[config.mk]
export PLATFORM = sky130hd
export DESIGN_NAME = freq_meas_ctrl
export DESIGN_NICKNAME = d
export VERILOG_FILES = /design/src/rtl/freq_meas_pkg.sv /design/src/rtl/freq_meas_ctrl_bcd_dd_step.sv /design/src/rtl/freq_meas_ctrl.sv
export SDC_FILE = /design/constraint.sdc
export NUM_CORES = 1
export LEC_CHECK = 0
export ABC_CLOCK_PERIOD_IN_PS = 2150
export BUFFER_PORTS_ARGS = -buffer_cell sky130_fd_sc_hd__buf_2
export CORE_MARGIN = 2
export CORE_UTILIZATION = 45
export DETAILED_ROUTE_END_ITERATION = 10
export PLACE_DENSITY = 0.6
export SYNTH_ARGS = -nofsm -noshare
export SYNTH_HDL_FRONTEND = slang
export SYNTH_SLANG_ARGS = --single-unit
[constraint.sdc]
create_clock -name clk -period 2.15 [get_ports clk]
set_clock_uncertainty 0.1 [all_clocks]
set_input_delay 0.43 -clock clk [delete_from_list [all_inputs] [get_ports clk]]
set_output_delay 0.43 -clock clk [all_outputs]
set_load 0.1 [all_outputs]
[src/rtl/freq_meas_pkg.sv]
// freq_meas_pkg: shared converter state, widths and limits for freq_meas_ctrl
package freq_meas_pkg;
  localparam int CNT_W = 12;
  localparam int BCD_DIGITS = 4;
  localparam int SHIFT_W = 28;
  localparam int CNT_MAX = 4095;
  typedef enum logic [1:0] {IDLE, CONV, DONE} conv_state_e;
endpackage

[src/rtl/freq_meas_ctrl_bcd_dd_step.sv]
// bcd_dd_step: one double-dabble iteration (add 3 to BCD nibbles >= 5, shift left); in i_shift[27:0], out o_shift[27:0]
module bcd_dd_step import freq_meas_pkg::*; (
  input  logic [SHIFT_W-1:0] i_shift,
  output logic [SHIFT_W-1:0] o_shift
);
  logic [SHIFT_W-1:0] w_adj;
  always_comb begin
    w_adj = i_shift;
    for (int k = 0; k < BCD_DIGITS; k++)
      w_adj[CNT_W+4*k +: 4] = (i_shift[CNT_W+4*k +: 4] >= 4'd5) ? i_shift[CNT_W+4*k +: 4] + 4'd3 : i_shift[CNT_W+4*k +: 4];
    o_shift = {w_adj[SHIFT_W-2:0], 1'b0};
  end
endmodule

[src/rtl/freq_meas_ctrl.sv]
// freq_meas_ctrl: gated edge counter + BCD converter; in clk rst en sig_in, out thousands hundreds tens ones valid overflow busy, plus blank[3:0] when FREQ_LZ_BLANK_EN is defined
module freq_meas_ctrl import freq_meas_pkg::*; #(
  parameter int GATE_CYCLES = 100000000,
  parameter int CNT_W = 12
) (
  input  logic       clk,
  input  logic       rst,
  input  logic       en,
  input  logic       sig_in,
  output logic [3:0] thousands,
  output logic [3:0] hundreds,
  output logic [3:0] tens,
  output logic [3:0] ones,
  output logic       valid,
  output logic       overflow,
  output logic       busy
`ifdef FREQ_LZ_BLANK_EN
  ,
  output logic [3:0] blank
`endif
);
  localparam int GW = $clog2(GATE_CYCLES);
  localparam logic [GW-1:0] GATE_LAST = GW'(GATE_CYCLES - 1);
  if (GATE_CYCLES < 16) begin : g_gate_chk
    $error("GATE_CYCLES must be at least 16");
  end
  if (CNT_W != 12) begin : g_w_chk
    $error("CNT_W is fixed at 12");
  end
  logic r_s1, r_s2, r_s3;
  logic [GW-1:0] r_gate;
  logic [CNT_W-1:0] r_cnt;
  logic r_sat;
  conv_state_e r_state, w_state;
  logic [SHIFT_W-1:0] r_shift, w_step;
  logic [3:0] r_iter;
  logic r_lsat;
  logic [15:0] r_bcd;
  logic r_ovf;
  logic w_rise, w_end, w_full, w_sat, w_last;
  logic [CNT_W-1:0] w_cnt;
  assign w_rise = r_s2 & ~r_s3;
  assign w_end = en && (r_gate == GATE_LAST);
  assign w_full = (r_cnt == CNT_W'(CNT_MAX));
  // count/sat including this cycle's edge, so the window-end edge lands in the result
  assign w_cnt = (w_rise && !w_full) ? r_cnt + 1'b1 : r_cnt;
  assign w_sat = r_sat | (w_rise & w_full);
  assign w_last = (r_state == CONV) && (r_iter == 4'd11);
  always_ff @(posedge clk) begin
    if (rst) begin
      {r_s3, r_s2, r_s1} <= '0;
      r_gate <= '0;
      r_cnt <= '0;
      r_sat <= 1'b0;
    end else begin
      {r_s3, r_s2, r_s1} <= {r_s2, r_s1, sig_in};
      r_gate <= (!en || w_end) ? '0 : r_gate + 1'b1;
      r_cnt <= (!en || w_end) ? '0 : w_cnt;
      r_sat <= en && !w_end && w_sat;
    end
  end
  always_ff @(posedge clk) r_state <= rst ? IDLE : w_state;
  always_comb begin
    w_state = (r_state == IDLE) ? (w_end ? CONV : IDLE) : (r_state == CONV) ? (w_last ? DONE : CONV) : IDLE;
    valid = (r_state == DONE);
    busy = (r_state != IDLE);
  end
  bcd_dd_step u_step (.i_shift(r_shift), .o_shift(w_step));
`ifdef FREQ_LZ_BLANK_EN
  logic [3:0] r_blank;
  assign blank = r_blank;
`endif
  // digits are published on the last iteration so they change together with valid
  always_ff @(posedge clk) begin
    if (rst) begin
      r_shift <= '0;
      r_iter <= '0;
      r_lsat <= 1'b0;
      r_bcd <= '0;
      r_ovf <= 1'b0;
`ifdef FREQ_LZ_BLANK_EN
      r_blank <= 4'b1110;
`endif
    end else begin
      if (r_state == IDLE && w_end) begin
        r_shift <= {{(SHIFT_W-CNT_W){1'b0}}, w_cnt};
        r_iter <= '0;
        r_lsat <= w_sat;
      end else if (r_state == CONV) begin
        r_shift <= w_step;
        r_iter <= r_iter + 1'b1;
      end
      if (w_last) begin
        r_bcd <= w_step[27:12];
        r_ovf <= r_lsat;
`ifdef FREQ_LZ_BLANK_EN
        r_blank[3] <= (w_step[27:24] == 4'd0);
        r_blank[2] <= (w_step[27:20] == 8'd0);
        r_blank[1] <= (w_step[27:16] == 12'd0);
        r_blank[0] <= 1'b0;
`endif
      end
    end
  end
  assign {thousands, hundreds, tens, ones} = r_bcd;
  assign overflow = r_ovf;
endmodule
### Word-level counts from Yosys, hierarchy flattened

Cells that the tools add are included.

* equality and inequality tests: 5
* muxes and demuxes: 11
* add/subtract/negate cells: 7
* reductions and logical operators: 15
* bitwise logic cells: 4
* order comparisons: 4

Operators with widths (number)
* 2-to-1 mux 12 bit: 3
* adder 27 x 1 -> 27 bit, second input constant: 1
* equality test 27 bit, second input constant: 1
* >= comparator 4 x 3 -> 1 bit, second input constant: 4
* adder 12 x 1 -> 12 bit, second input constant: 1
* adder 4 x 2 -> 4 bit, second input constant: 3
* equality test 12 bit, second input constant: 1
* 2-to-1 mux 4 bit: 3
* logical AND 1 bit: 6
* 2-to-1 mux 2 bit: 3
* adder 4 x 1 -> 4 bit, second input constant: 1
* equality test 4 bit, second input constant: 1
* nonzero test 2 bit: 2
* OR reduction 2 bit: 2
* adder 3 x 2 -> 3 bit, second input constant: 1
* zero test 1 bit: 3
* 2-to-1 mux 3 bit: 1
* AND 1 bit: 2
* equality test 2 x 1 -> 1 bit, second input constant: 1
* equality test 2 bit, second input constant: 1
* zero test 2 bit: 1
* logical OR 1 bit: 1
* 2-to-1 mux 1 bit: 1
* inverter 1 bit: 1
* bitwise OR 1 bit: 1

* output and inout port bits: 19
* register bits after elaboration: 95
* logic and storage cells: 59
* bits of input ports: 4

### Longest topological paths before layout

* depth in word-level cells: 5
* mapped depth: 8
* depth with buffers taken out: 7

### Modules after synthesis

A second synthesis with hierarchy kept.

* cell total of the unflattened synthesis: 530
* area total of the unflattened synthesis: 4404.2 um^2

By module, submodules not included
* freq_meas_ctrl: instances 1, area each 3917.5 um^2, cells each 456, sequential area each 1901.8 um^2
* bcd_dd_step: instances 1, area each 486.7 um^2, cells each 74, sequential area each 0.0 um^2

### Worst setup path before layout

Ideal clock, no wire load.

* path kind: register to output
* start: register r_state[1]
* end: output valid
* data arrival time: 1.685 ns
* path slack: -0.065 ns
* path buffers: 0
* data required time: 1.620 ns
* cell stages (with the launch flop): 2
* cell sequence: dfxtp_1 nor2b_1

* word-level cells in the longest chain between the ends: 1

RTL lines
* start, declared: RTL line freq_meas_ctrl.sv:34 `conv_state_e r_state, w_state;`
* start signal, assigned: RTL line freq_meas_ctrl.sv:62 `always_ff @(posedge clk) r_state <= rst ? IDLE : w_state;`
* equality test 2 bit: RTL line freq_meas_ctrl.sv:65 `valid = (r_state == DONE);`
* end, declared: RTL line freq_meas_ctrl.sv:14 `output logic valid,`

Every way passes these cells.

### Worst setup path in the final report

* start: register r_gate[0]
* end: register r_gate[24]

* word-level cells in the longest chain between the ends: 4

RTL lines
* start, declared: RTL line freq_meas_ctrl.sv:31 `logic [GW-1:0] r_gate;`
* start signal, assigned: RTL line freq_meas_ctrl.sv:57 `r_gate <= (!en || w_end) ? '0 : r_gate + 1'b1;`
* branches (longest 4 deep; another with adder 27 x 1 -> 27 bit)

Several ways; the timed one is not identified.
A chain may end at the register's enable or synchronous reset.

==> metrics.txt <==
outcome completed; top sig layer met4; M1 WL 4014 um; Arrival @ worst endpoint 2.11 ns; die width 101.8 um; Die Ht 101.8 um; Hold WC Path Type input port to register; Ant. Diodes 0; final worst slack 0.1854 ns; Port Buf Inserts 22; GR Util All Layers 17.32%; max-capacitance violation count 0; Seq/Total Area, Yosys 44.20%; met2 WL 3945 um; most common cell after layout, fill and taps aside dfxtp_1; fin crit period 1.965 ns; asr flop ratio synth 0%; Max VDD drop 0.3098 mV; Top delay family on crit path simple AND/OR/NAND/NOR gates; CTS Root Cell clkbuf_8; Max clock buf depth 2; Worst path max stage delay 0.45 ns; Via Count 3,386; setup violators final 0; final WL 8312 um; GRT overflow 0; initial antenna violation count 0; Wirelength per Cell 12.67 um; most frequent cells in the layout dfxtp_1, nand2_1, nor2_1; Synth Area per Inst 8.640 um^2; CP max FO 7; largest net degree at the start of global routing 31; Critical-path top delay cell nor4_4; detailed placement HPWL 5870 um; drt initial violations 132; final weighted congestion in routability-driven placement 0.7757; register area 1902 um^2; post-route ant nets 0; Post-synth EDFFs 0; synthesized flop and latch total 95; reg2reg setup slack 0.19 ns; critical-path cell list ha_1 -> nand4_2 -> buf_4 -> nor4_4 -> nand4b_1 -> xor2_1 -> nor2_1; number of vias per cell 5.162; WL met3 212 um; vias in the first global route 3,173; first-pass GRT wire length 14,370 um; nature of the critical path endpoint register; fin nets 538; clk_lat worst skew 0.35 ns; Slew Viols, Final 0; TritonCTS clock tree built; headroom to the max-slew limit 60.28%; area grow syn2layout 10.76%; CTS sink count 95; layout cells sized above 1 13.28%; # fillers 883; Post CTS Setup Buffer Count 0; Period Utilization, post-route 91.38%; CP Class register to register; Top-Level Pins 23; footprint of the multi-input gates 2227 um^2; cell area after synthesis 4303 um^2; Pre-antenna DRT Iters 4; Post-synth top flop dfxtp_1; actual slew at the worst max-slew pin 0.5944 ns; P_leak 1.733 nW; Fin. Hold Viols 0; P per Cell Area 602.4 nW/um^2; Post-Route Setup TNS 0 ns; RSZ-0062 raised after global routing no; # DRC 0; Mapped Cells 498; Reg clk slew, reported paths 0.09 ns; CP startpoint kind register; pre-CTS setup slack 0.1821 ns; Placeable Area 9240 um^2; H-tree Lvls 3; Synth cell types 51; syn nets 513; CTS buffer count 9; row cnt 35; required time of the worst setup path 2.29 ns; fmax 509.0 MHz; Starting Density 46.57%; die area 10,360 um^2; Ys Warns 0; WP buf/inv 1
-- power by group --
part | internal (W) | switching, W
Combinational | 0.0000209 | 0.0000391
Clock | 0.000446 | 0.000600
Sequential | 0.00176 | 0.00000257
Total | 0.00223 | 0.000642
-- Yosys cell counts, drive strengths merged, types with 9 or more instances --
| cell type | count | area share, % |
|---|---|---|
| a21oi | 38 | 4.6 |
| and3 | 10 | 1.5 |
| buf | 12 | 1.9 |
| clkbuf | 13 | 1.1 |
| dfxtp | 95 | 44 |
| ha | 11 | 3.2 |
| inv | 14 | 1.2 |
| nand2 | 69 | 6.0 |
| nand3 | 18 | 2.1 |
| nand4 | 16 | 2.8 |
| nor2 | 63 | 5.6 |
| nor3 | 10 | 1.3 |
| o21ai | 9 | 1.0 |
| xnor2 | 15 | 3.1 |
| xor2 | 24 | 4.9 |
-- cell type report --
cell class,instances,share of cell area (%)
multi-input cells,364,46.73
clock inverters,5,0.7351
well taps,129,3.387
inverters,14,1.103
repair buffers,39,5.251
flip-flops and latches,95,39.91
clock buffers,10,2.888
-- stage by stage --
step,area [um^2],util (%),total power (W),hold slack [ns],instances
2_1_floorplan,4305,-,0.001847,0.3138,498
3_3_place_gp,4588,49.65,0.001867,0.3385,641
3_5_place_dp,4588,49.65,0.001867,0.3332,641
4_1_cts,4761,51.52,0.002914,0.1841,656
5_1_grt,4766,51.58,0.002976,0.1928,656
6_report,4766,51.58,0.002871,0.1924,656
-- cells by family after synthesis --
logic type	Yosys count	share of synthesized area [%]
simple gates	235	28.15
flops	95	44.20
compound gates	70	10.03
xor+xnor	39	7.938
buf+inv	39	4.274
fa+ha+maj	11	3.199
mux	9	2.210
-- worst reg2reg max path, stage by stage, from the launching register on --
cell and delay [ns]:
dfxtp_1 0.38, ha_1 0.23, nand4_2 0.14, buf_4 0.18
nor4_4 0.45, nand4b_1 0.18, xor2_1 0.16, nor2_1 0.05
-- registers in the layout (all words and copies together) (netlist names) --
signal	flops
r_lsat	1
r_iter	4
r_state	2
r_shift	28
overflow	1
r_sat	1
r_s1	1
r_bcd	16
r_s2	1
r_cnt	12
r_gate	27
r_s3	1
-- per-layer routing --
| layer | up-vias | track usage, % |
|---|---|---|
| li1 | 1754 | - |
| met1 | 1582 | 21.52 |
| met2 | 40 | 30.01 |
| met3 | 10 | 2.830 |
| met4 | 0 | 6.653 |
| met5 | - | 0 |
-- timing repair --
action | 4_1_cts | 5_1_grt
setup endpoints to repair | 0 | 2
hold buffers | 0 | 0
gates resized for setup | 0 | 1
-- final timing paths --
| path | startpoint | depth (start not counted) | endpoint |
|---|---|---|---|
| worst max-delay path | r_gate[0] | 7 | r_gate[24] |
| worst min-delay path | sig_in | 2 | r_s1 |
| worst max register to register | r_gate[0] | 7 | r_gate[24] |
| worst min register to register | r_bcd[6] | 2 | r_bcd[6] |
(Power assumes the default switching activity.)
